<file path="src/rtl/logic_seq_if.sv">
// Operand/result handshake bundle for the sequential logic unit.
// The master issues operands and accepts results; the slave is the sequencer.
interface logic_seq_if #(
    parameter int WIDTH = 32
);
    logic             in_valid;
    logic             in_ready;
    logic [1:0]       op;
    logic [WIDTH-1:0] x;
    logic [WIDTH-1:0] y;
    logic             out_valid;
    logic             out_ready;
    logic [WIDTH-1:0] s;
    logic             zero;

    modport master (
        output in_valid, op, x, y, out_ready,
        input  in_ready, out_valid, s, zero
    );

    modport slave (
        input  in_valid, op, x, y, out_ready,
        output in_ready, out_valid, s, zero
    );
endinterface

</file>
<file path="src/rtl/logic_seq_ctrl.sv">
// Slice-serial 32-bit AND/OR/XOR/NOR unit: one SLICE-wide slice per cycle, NSL cycles per op.
// Optional zero flag accumulator is enabled by defining LOGIC_SEQ_ZERO_EN.
module logic_seq_ctrl #(
    parameter int WIDTH = 32,
    parameter int SLICE = 8
) (
    input  logic          clk,
    input  logic          rst_n,
    input  logic          flush,
    logic_seq_if.slave    bus
);

    localparam int NSL   = WIDTH / SLICE;
    localparam int IDX_W = (NSL > 1) ? $clog2(NSL) : 1;
    localparam logic [IDX_W-1:0] IDX_LAST = IDX_W'(NSL - 1);

    typedef enum logic [1:0] {
        S_IDLE = 2'd0,
        S_RUN  = 2'd1,
        S_DONE = 2'd2
    } state_t;

    state_t           state_q;
    state_t           state_d;
    logic [IDX_W-1:0] idx_q;
    logic [WIDTH-1:0] s_q;
    logic [WIDTH-1:0] xr;
    logic [WIDTH-1:0] yr;
    logic [1:0]       opr;
    logic [31:0]      sl_base;
    logic [SLICE-1:0] slice_res;
    logic             accept;
    logic             run_last;

    function automatic logic [SLICE-1:0] slice_logic(
        input logic [1:0]       f,
        input logic [SLICE-1:0] a,
        input logic [SLICE-1:0] b
    );
        logic [SLICE-1:0] r;
        case (f)
            2'b00:   r = a & b;
            2'b01:   r = a | b;
            2'b10:   r = a ^ b;
            default: r = ~(a | b);
        endcase
        return r;
    endfunction

    assign accept    = (state_q == S_IDLE) && bus.in_valid && !flush;
    assign run_last  = (idx_q == IDX_LAST);
    assign sl_base   = 32'(idx_q) * SLICE;
    assign slice_res = slice_logic(opr, xr[sl_base +: SLICE], yr[sl_base +: SLICE]);

    // ---- FSM: state register
    always_ff @(posedge clk or negedge rst_n) begin
        if (!rst_n) begin
            state_q <= S_IDLE;
        end else begin
            state_q <= state_d;
        end
    end

    // ---- FSM: next state
    always_comb begin
        state_d = state_q;
        case (state_q)
            S_IDLE:  if (bus.in_valid) state_d = S_RUN;
            S_RUN:   if (run_last)     state_d = S_DONE;
            S_DONE:  if (bus.out_ready) state_d = S_IDLE;
            default: state_d = S_IDLE;
        endcase
        if (flush) begin
            state_d = S_IDLE;
        end
    end

    // ---- Operand capture: contents only matter after an accept, so no reset
    always_ff @(posedge clk) begin
        if (accept) begin
            xr  <= bus.x;
            yr  <= bus.y;
            opr <= bus.op;
        end
    end

    // ---- Slice datapath: result register and slice index
    always_ff @(posedge clk or negedge rst_n) begin
        if (!rst_n) begin
            s_q   <= '0;
            idx_q <= '0;
        end else if (flush) begin
            s_q   <= '0;
            idx_q <= '0;
        end else begin
            case (state_q)
                S_IDLE: begin
                    if (bus.in_valid) begin
                        s_q   <= '0;
                        idx_q <= '0;
                    end
                end
                S_RUN: begin
                    s_q[sl_base +: SLICE] <= slice_res;
                    idx_q <= run_last ? '0 : idx_q + 1'b1;
                end
                default: ;
            endcase
        end
    end

`ifdef LOGIC_SEQ_ZERO_EN
    logic zacc_q;

    // ---- Zero accumulator: tracks "every slice so far was zero"
    always_ff @(posedge clk or negedge rst_n) begin
        if (!rst_n) begin
            zacc_q <= 1'b0;
        end else if (flush) begin
            zacc_q <= 1'b0;
        end else if (accept) begin
            zacc_q <= 1'b1;
        end else if (state_q == S_RUN) begin
            zacc_q <= zacc_q & (slice_res == '0);
        end
    end
`endif

    // ---- FSM: outputs are pure state decodes
    always_comb begin
        bus.in_ready  = (state_q == S_IDLE);
        bus.out_valid = (state_q == S_DONE);
`ifdef LOGIC_SEQ_ZERO_EN
        bus.zero      = (state_q == S_DONE) && zacc_q;
`else
        bus.zero      = 1'b0;
`endif
    end

    assign bus.s = s_q;

endmodule

</file>
<file path="src/flat_wrapper.sv">
// flat-port wrapper written by rule: the top's interface ports become plain ports
module logic_seq_ctrl_flat 
#(
    parameter int WIDTH = 32,
    parameter int SLICE = 8
)
  (clk, rst_n, flush, bus_in_valid, bus_op, bus_x, bus_y, bus_out_ready, bus_in_ready, bus_out_valid, bus_s, bus_zero);
  logic_seq_if #(.WIDTH(WIDTH)) bus_i ();
  input  logic clk;
  input  logic rst_n;
  input  logic flush;
  input wire logic [$bits(bus_i.in_valid)-1:0] bus_in_valid;
  input wire logic [$bits(bus_i.op)-1:0] bus_op;
  input wire logic [$bits(bus_i.x)-1:0] bus_x;
  input wire logic [$bits(bus_i.y)-1:0] bus_y;
  input wire logic [$bits(bus_i.out_ready)-1:0] bus_out_ready;
  output wire logic [$bits(bus_i.in_ready)-1:0] bus_in_ready;
  output wire logic [$bits(bus_i.out_valid)-1:0] bus_out_valid;
  output wire logic [$bits(bus_i.s)-1:0] bus_s;
  output wire logic [$bits(bus_i.zero)-1:0] bus_zero;
  assign bus_i.in_valid = bus_in_valid;
  assign bus_i.op = bus_op;
  assign bus_i.x = bus_x;
  assign bus_i.y = bus_y;
  assign bus_i.out_ready = bus_out_ready;
  assign bus_in_ready = bus_i.in_ready;
  assign bus_out_valid = bus_i.out_valid;
  assign bus_s = bus_i.s;
  assign bus_zero = bus_i.zero;
  logic_seq_ctrl #(.WIDTH(WIDTH), .SLICE(SLICE)) u_core (.clk(clk), .rst_n(rst_n), .flush(flush), .bus(bus_i));
endmodule
</file>
<file path="config.mk">
export PLATFORM = sky130hd
export DESIGN_NAME = logic_seq_ctrl_flat
export DESIGN_NICKNAME = d
export VERILOG_FILES = /design/src/rtl/logic_seq_if.sv /design/src/rtl/logic_seq_ctrl.sv /design/src/flat_wrapper.sv
export SDC_FILE = /design/constraint.sdc
export NUM_CORES = 1
export LEC_CHECK = 0
export ABC_CLOCK_PERIOD_IN_PS = 9400
export BUFFER_PORTS_ARGS = -buffer_cell sky130_fd_sc_hd__buf_2
export CAP_MARGIN = 0
export CELL_PAD_IN_SITES_DETAIL_PLACEMENT = 0
export CELL_PAD_IN_SITES_GLOBAL_PLACEMENT = 2
export CORE_ASPECT_RATIO = 2
export CORE_MARGIN = 4
export CORE_UTILIZATION = 24
export CTS_BUF_LIST = sky130_fd_sc_hd__clkbuf_4 sky130_fd_sc_hd__clkbuf_8 sky130_fd_sc_hd__clkbuf_16
export CTS_CLUSTER_SIZE = 8
export DETAILED_ROUTE_END_ITERATION = 10
export GPL_TIMING_DRIVEN = 1
export PLACE_DENSITY_LB_ADDON = 0.12
export SYNTH_ARGS = -nofsm -noshare
export SYNTH_HDL_FRONTEND = slang
export SYNTH_SLANG_ARGS = --single-unit
</file>
<file path="constraint.sdc">
create_clock -name clk -period 9.4 [get_ports clk]
set_input_delay 1.88 -clock clk [delete_from_list [all_inputs] [get_ports clk]]
set_output_delay 1.88 -clock clk [all_outputs]
set_load 0.02 [all_outputs]
</file>
# [Yosys cells after proc, flatten, opt, wreduce, memory -nomap -nowiden]
# Index checks and enable logic that the tools add are counted.
[classes] n_shift=4 reduce_logical=8 mux=14 addsub=2 n_eq_ne=8 bitwise_logic=4
[op_table] cell="2-to-1 mux 32 bit" n=2
[op_table] cell="one-hot mux 32 bit (2 select lines)" n=1
[op_table] cell="indexed part select 32 x 6 -> 8 bit" n=2
[op_table] cell="negator 5 -> 34 bit" n=1
[op_table] cell="variable shift 8 x 34 -> 32 bit (first input constant)" n=1
[op_table] cell="indexed part select 8 x 34 -> 32 bit" n=1
[op_table] cell="bitwise mux 32 bit" n=1
[op_table] cell="one-hot mux 8 bit (3 select lines)" n=1
[op_table] cell="2-to-1 mux 2 bit" n=7
[op_table] cell="AND 8 bit" n=1
[op_table] cell="NOT 8 bit" n=1
[op_table] cell="bitwise OR 8 bit" n=1
[op_table] cell="bitwise XOR 8 bit" n=1
[op_table] cell="equality test 2 bit (second input constant)" n=3
[op_table] cell="!= test 3 bit (second input constant)" n=2
[op_table] cell="one-hot mux 2 bit (3 select lines)" n=1
[op_table] cell="equality test 2 x 1 -> 1 bit (second input constant)" n=2
[op_table] cell="logical NOT 2 bit" n=2
[op_table] cell="one-hot mux 2 bit (2 select lines)" n=1
[op_table] cell="!= test 3 x 2 -> 1 bit (second input constant)" n=1
[op_table] cell="AND reduction 3 bit" n=1
[op_table] cell="nonzero test 3 bit" n=1
[op_table] cell="adder 2 x 1 -> 2 bit (second input constant)" n=1
[op_table] cell="logical AND 1 bit" n=2
[op_table] cell="2 further kinds" n=2
[word_totals] word_cells=46 inputBits=71 output_inout_bits=35 regBits=102

# [Depth between registers and ports, before layout]
[logic_depth] ltp_word=8 depth_mapped=9 mapped_depth_nobuf=7

# [Worst setup path after synthesis]
# OpenSTA, ideal clock, no wires.
[synth_timing] path_kind="input port to flip-flop" start="in flush" end="reg u_core.opr[0], enable pin" cell_stages=2 required_ps=8829 arrival_ps=6508 path_slack_ps=2321 setup_time_ps=571 cell_sequence="buf_6 nor3_1"
[synth_via] elab_chain_len=2
[synth_rtl] item="from (decl)" line_no="flat_wrapper.sv:11" text="input logic flush;"
[synth_rtl] item="logical NOT 1 bit" line_no="logic_seq_ctrl.sv:50" text="assign accept = (state_q == S_IDLE) && bus.in_valid && !flush;"
[synth_rtl] item="logical AND 1 bit" line_no="logic_seq_ctrl.sv:50"
[synth_rtl] item="net u_core.accept" line_no="logic_seq_ctrl.sv:32" text="logic accept;"
[synth_rtl] item="to (signal assigned)" line_no="logic_seq_ctrl.sv:83" text="opr <= bus.op;"
[synth_rtl] item="to (decl)" line_no="logic_seq_ctrl.sv:29" text="logic [1:0] opr;"
# The timed path passes the listed nets, and every way through them passes these cells.
# A chain may end at the register's enable or synchronous reset.

# [Final worst setup path]
[layout_timing] start="reg u_core.state_q[1]" end="out bus_out_valid"
[layout_via] elab_chain_len=1
[layout_rtl] item="from (decl)" line_no="logic_seq_ctrl.sv:23" text="state_t state_q;"
[layout_rtl] item="from (signal assigned)" line_no="logic_seq_ctrl.sv:60" text="state_q <= state_d;"
[layout_rtl] item="equality test 2 bit" line_no="logic_seq_ctrl.sv:132" text="bus.out_valid = (state_q == S_DONE);"
[layout_rtl] item="to (decl)" line_no="flat_wrapper.sv:18" text="output wire logic [$bits(bus_i.out_valid)-1:0] bus_out_valid;"
# Every way passes these cells.

==> results.txt <==
CP max stage delay: 0.59 ns
buffer depth of the longest clock path: 2
Slew HR: 0.344
Register-to-Register Path Depth: 5
Pwr Total: 0.967 mW
worst path bufs/invs: 1
Starting Density: 0.244
WL met3: 464 um
Util after Layout: 0.302
FP Rows: 69
Worst Setup EP: bus_out_valid
Clk pwr share: 0.390
Clock transition at path regs: 0.07 ns
WL met1: 3770 um
DRC viols: 0
full die area: 20,400 sq um
port bufs: 104
CTS Buf Count: 9
Synth cell types: 29
Crit. path cell count: 2
hold_buf cts: 0
flops & latches, synth: 102
setup ws final: 6.19 ns
DR top layer: met4
startpoint types: flop
maximum fanout along the worst path: 12
# IOs: 106
Power Internal: 0.747 mW
Place WS: 5.97 ns
post-synthesis sequential area ratio: 0.666
crit path capture type: output port
CTS tree: done
dpl hpwl: 7450 um
htree depth: 3
Worst Clk Skew: 0.00949 ns
post-route cell area: 5370 sq um
first-pass GRT wire length: 15,900 um
Nets: 466
clock sink count: 102
Congestion Overflow GR: 0
Yosys warnings: 0
die height: 198 um
met2 wire len: 5570 um
P per Cell Area: 180 nW/um^2
area delta synth->final: 23.9%
Hold Crit Depth: 1
DR vias/cell: 4.37
worst hold-check path type: flop to flop
sw power: 0.221 mW
outcome: finished clean
Core Area: 17,800 sq um
starting DRC count in detailed routing: 51
ant diodes: 0
drt first pass iters: 4
max-cap violation count: 0
fmax: 311 MHz
Post-CTS Setup Inserts: 0
Area after DPL: 5070 sq um
Clk Latency, worst-skew pair: 0.35 ns
Top delay family on crit path: flip-flops
largest net degree at the start of global routing: 67
post_cts resized: 0
Worst Setup Path Type: flop to output port
RSZ-0062 raised after global routing: false
CP max-delay cell: dfrtp_1
worst hold slack: 0.485 ns
LEAKAGE: 2.24 nW
share of the clock period used by the worst path: 0.342
gpl congestion: 0.696
share of cells above drive strength 1: 0.387
initial antenna violation count: 0
Slew Viols, Final: 0
Via Count: 2,589
Placed Cells: 577
routed length per instance: 16.9 um
CTS root buf: clkbuf_16
Tmin final: 3.21 ns
Slew @ Worst Pin: 0.984 ns
CP arrival: 1.33 ns
Logic pwr share: 0.089
Hold Violations, Final: 0
Die Width: 103 um
reg-to-reg setup timing slack: 6.68 ns
critical-path cell list: nor2b_1, buf_2
Worst VDD drop: 0.0730 mV
Routed Wire Length: 10,000 um
Synth Net Count: 364
antenna-violating nets left: 0
Flop pwr share: 0.521
Final setup viols: 0
Setup TNS: 0 ns
Cells after Synth: 273
final std cells w/o fill: 593
Crit. Startpoint: u_core.state_q[1]$_DFFE_PN0P_
Sw Share: 0.228
Total Routing Usage GR: 0.105
Critical Path RT: 7.52 ns
reg2reg end: u_core.bus.s[11]$_DFFE_PN0P_
reg2reg start: u_core.idx_q[1]$_DFFE_PN0P_
Post-Syn Area: 4330 sq um
vias in the first global route: 2,878
Avg Cell Area, Syn: 15.9 sq um
==> registers in the layout, indices dropped and copies added (netlist names) <==
register	flops
u_core.opr	2
u_core.idx_q	2
u_core.state_q	2
u_core.xr	32
u_core.bus.s	32
u_core.yr	32
==> cell type report <==
class / count / area, sq um
inverters: 19 / 71.3
well taps: 213 / 267
clock buffers: 11 / 240
clock inverters: 5 / 60.1
flip-flops and latches: 102 / 2880
fillers: 1848 / 12400
multi-input cells: 137 / 1310
repair buffers: 106 / 536
==> kinds of logic after synthesis <==
logic type	synth area share
mux	0.101
simple gates	0.0401
buf+inv	0.0329
other cells	0.000866
fa+ha+maj	0.0578
flops	0.666
compound gates	0.101
==> synth_stat cells <==
| library cell | n | area share |
|---|---|---|
| conb_1 | 1 | 0.00087 |
| inv_1 | 19 | 0.016 |
| o31ai_1 | 1 | 0.0017 |
| edfxtp_1 | 66 | 0.46 |
| buf_2 | 3 | 0.0035 |
| dfrtp_1 | 36 | 0.21 |
| a2bb2o_1 | 1 | 0.0023 |
| or2_2 | 1 | 0.0014 |
| or4_1 | 1 | 0.0017 |
| buf_4 | 1 | 0.0017 |
| mux4_2 | 16 | 0.083 |
| o21ai_0 | 1 | 0.0012 |
| nor2b_1 | 4 | 0.0058 |
| nor2_1 | 17 | 0.015 |
| nand2b_1 | 2 | 0.0029 |
| a211oi_1 | 8 | 0.014 |
| nor3_1 | 1 | 0.0012 |
| or3_1 | 2 | 0.0029 |
| mux2_2 | 7 | 0.018 |
| buf_6 | 1 | 0.0026 |
| or4b_1 | 1 | 0.0023 |
| clkbuf_1 | 10 | 0.0087 |
| a21oi_1 | 11 | 0.013 |
| o21bai_1 | 1 | 0.0017 |
| or3b_1 | 1 | 0.0020 |
| nand2_1 | 6 | 0.0052 |
| a22oi_1 | 3 | 0.0052 |
| ha_1 | 20 | 0.058 |
| o2bb2ai_1 | 31 | 0.063 |
==> cells in the final DEF (no fill, tap or decap), drive strengths merged, types with 3 or more instances in the layout <==
master   instances
nor2            17
a22oi            3
a21oi           11
clkbuf          11
inv             19
a211oi           8
ha              20
mux2             7
nand2            6
clkinv           3
o2bb2ai         31
edfxtp          66
dfrtp           36
buf            106
nor2b            4
mux4            16
==> power by group through the flow <==
stage | Combinational, mW | Sequential, mW | Clock (mW)
after floorplan | 0.0531 | 0.513 | 0
after detailed placement | 0.0894 | 0.514 | 0
final | 0.0861 | 0.504 | 0.377
after global placement | 0.0888 | 0.513 | 0
after global routing | 0.0987 | 0.506 | 0.409
after CTS | 0.0902 | 0.505 | 0.393
==> layer usage <==
| metal | track usage | up-vias |
|---|---|---|
| met2 | 0.188 | 69 |
| met4 | 0.0476 | 0 |
| met3 | 0.0201 | 11 |
| met1 | 0.116 | 1268 |
| met5 | 0 | - |
| li1 | - | 1241 |
==> how the worst min path moves through the flow <==
| stage | startpoint | to |
|---|---|---|
| finish | u_core.bus.s[11]$_DFFE_PN0P_ | u_core.bus.s[11]$_DFFE_PN0P_ |
| global route | u_core.bus.s[15]$_DFFE_PN0P_ | u_core.bus.s[15]$_DFFE_PN0P_ |
| CTS | u_core.bus.s[11]$_DFFE_PN0P_ | u_core.bus.s[11]$_DFFE_PN0P_ |
| detailed placement | u_core.bus.s[20]$_DFFE_PN0P_ | u_core.bus.s[20]$_DFFE_PN0P_ |
| global placement | u_core.bus.s[12]$_DFFE_PN0P_ | u_core.bus.s[12]$_DFFE_PN0P_ |
| floorplan | u_core.bus.s[0]$_DFFE_PN0P_ | u_core.bus.s[0]$_DFFE_PN0P_ |
Power figures use the tool's default switching activity.
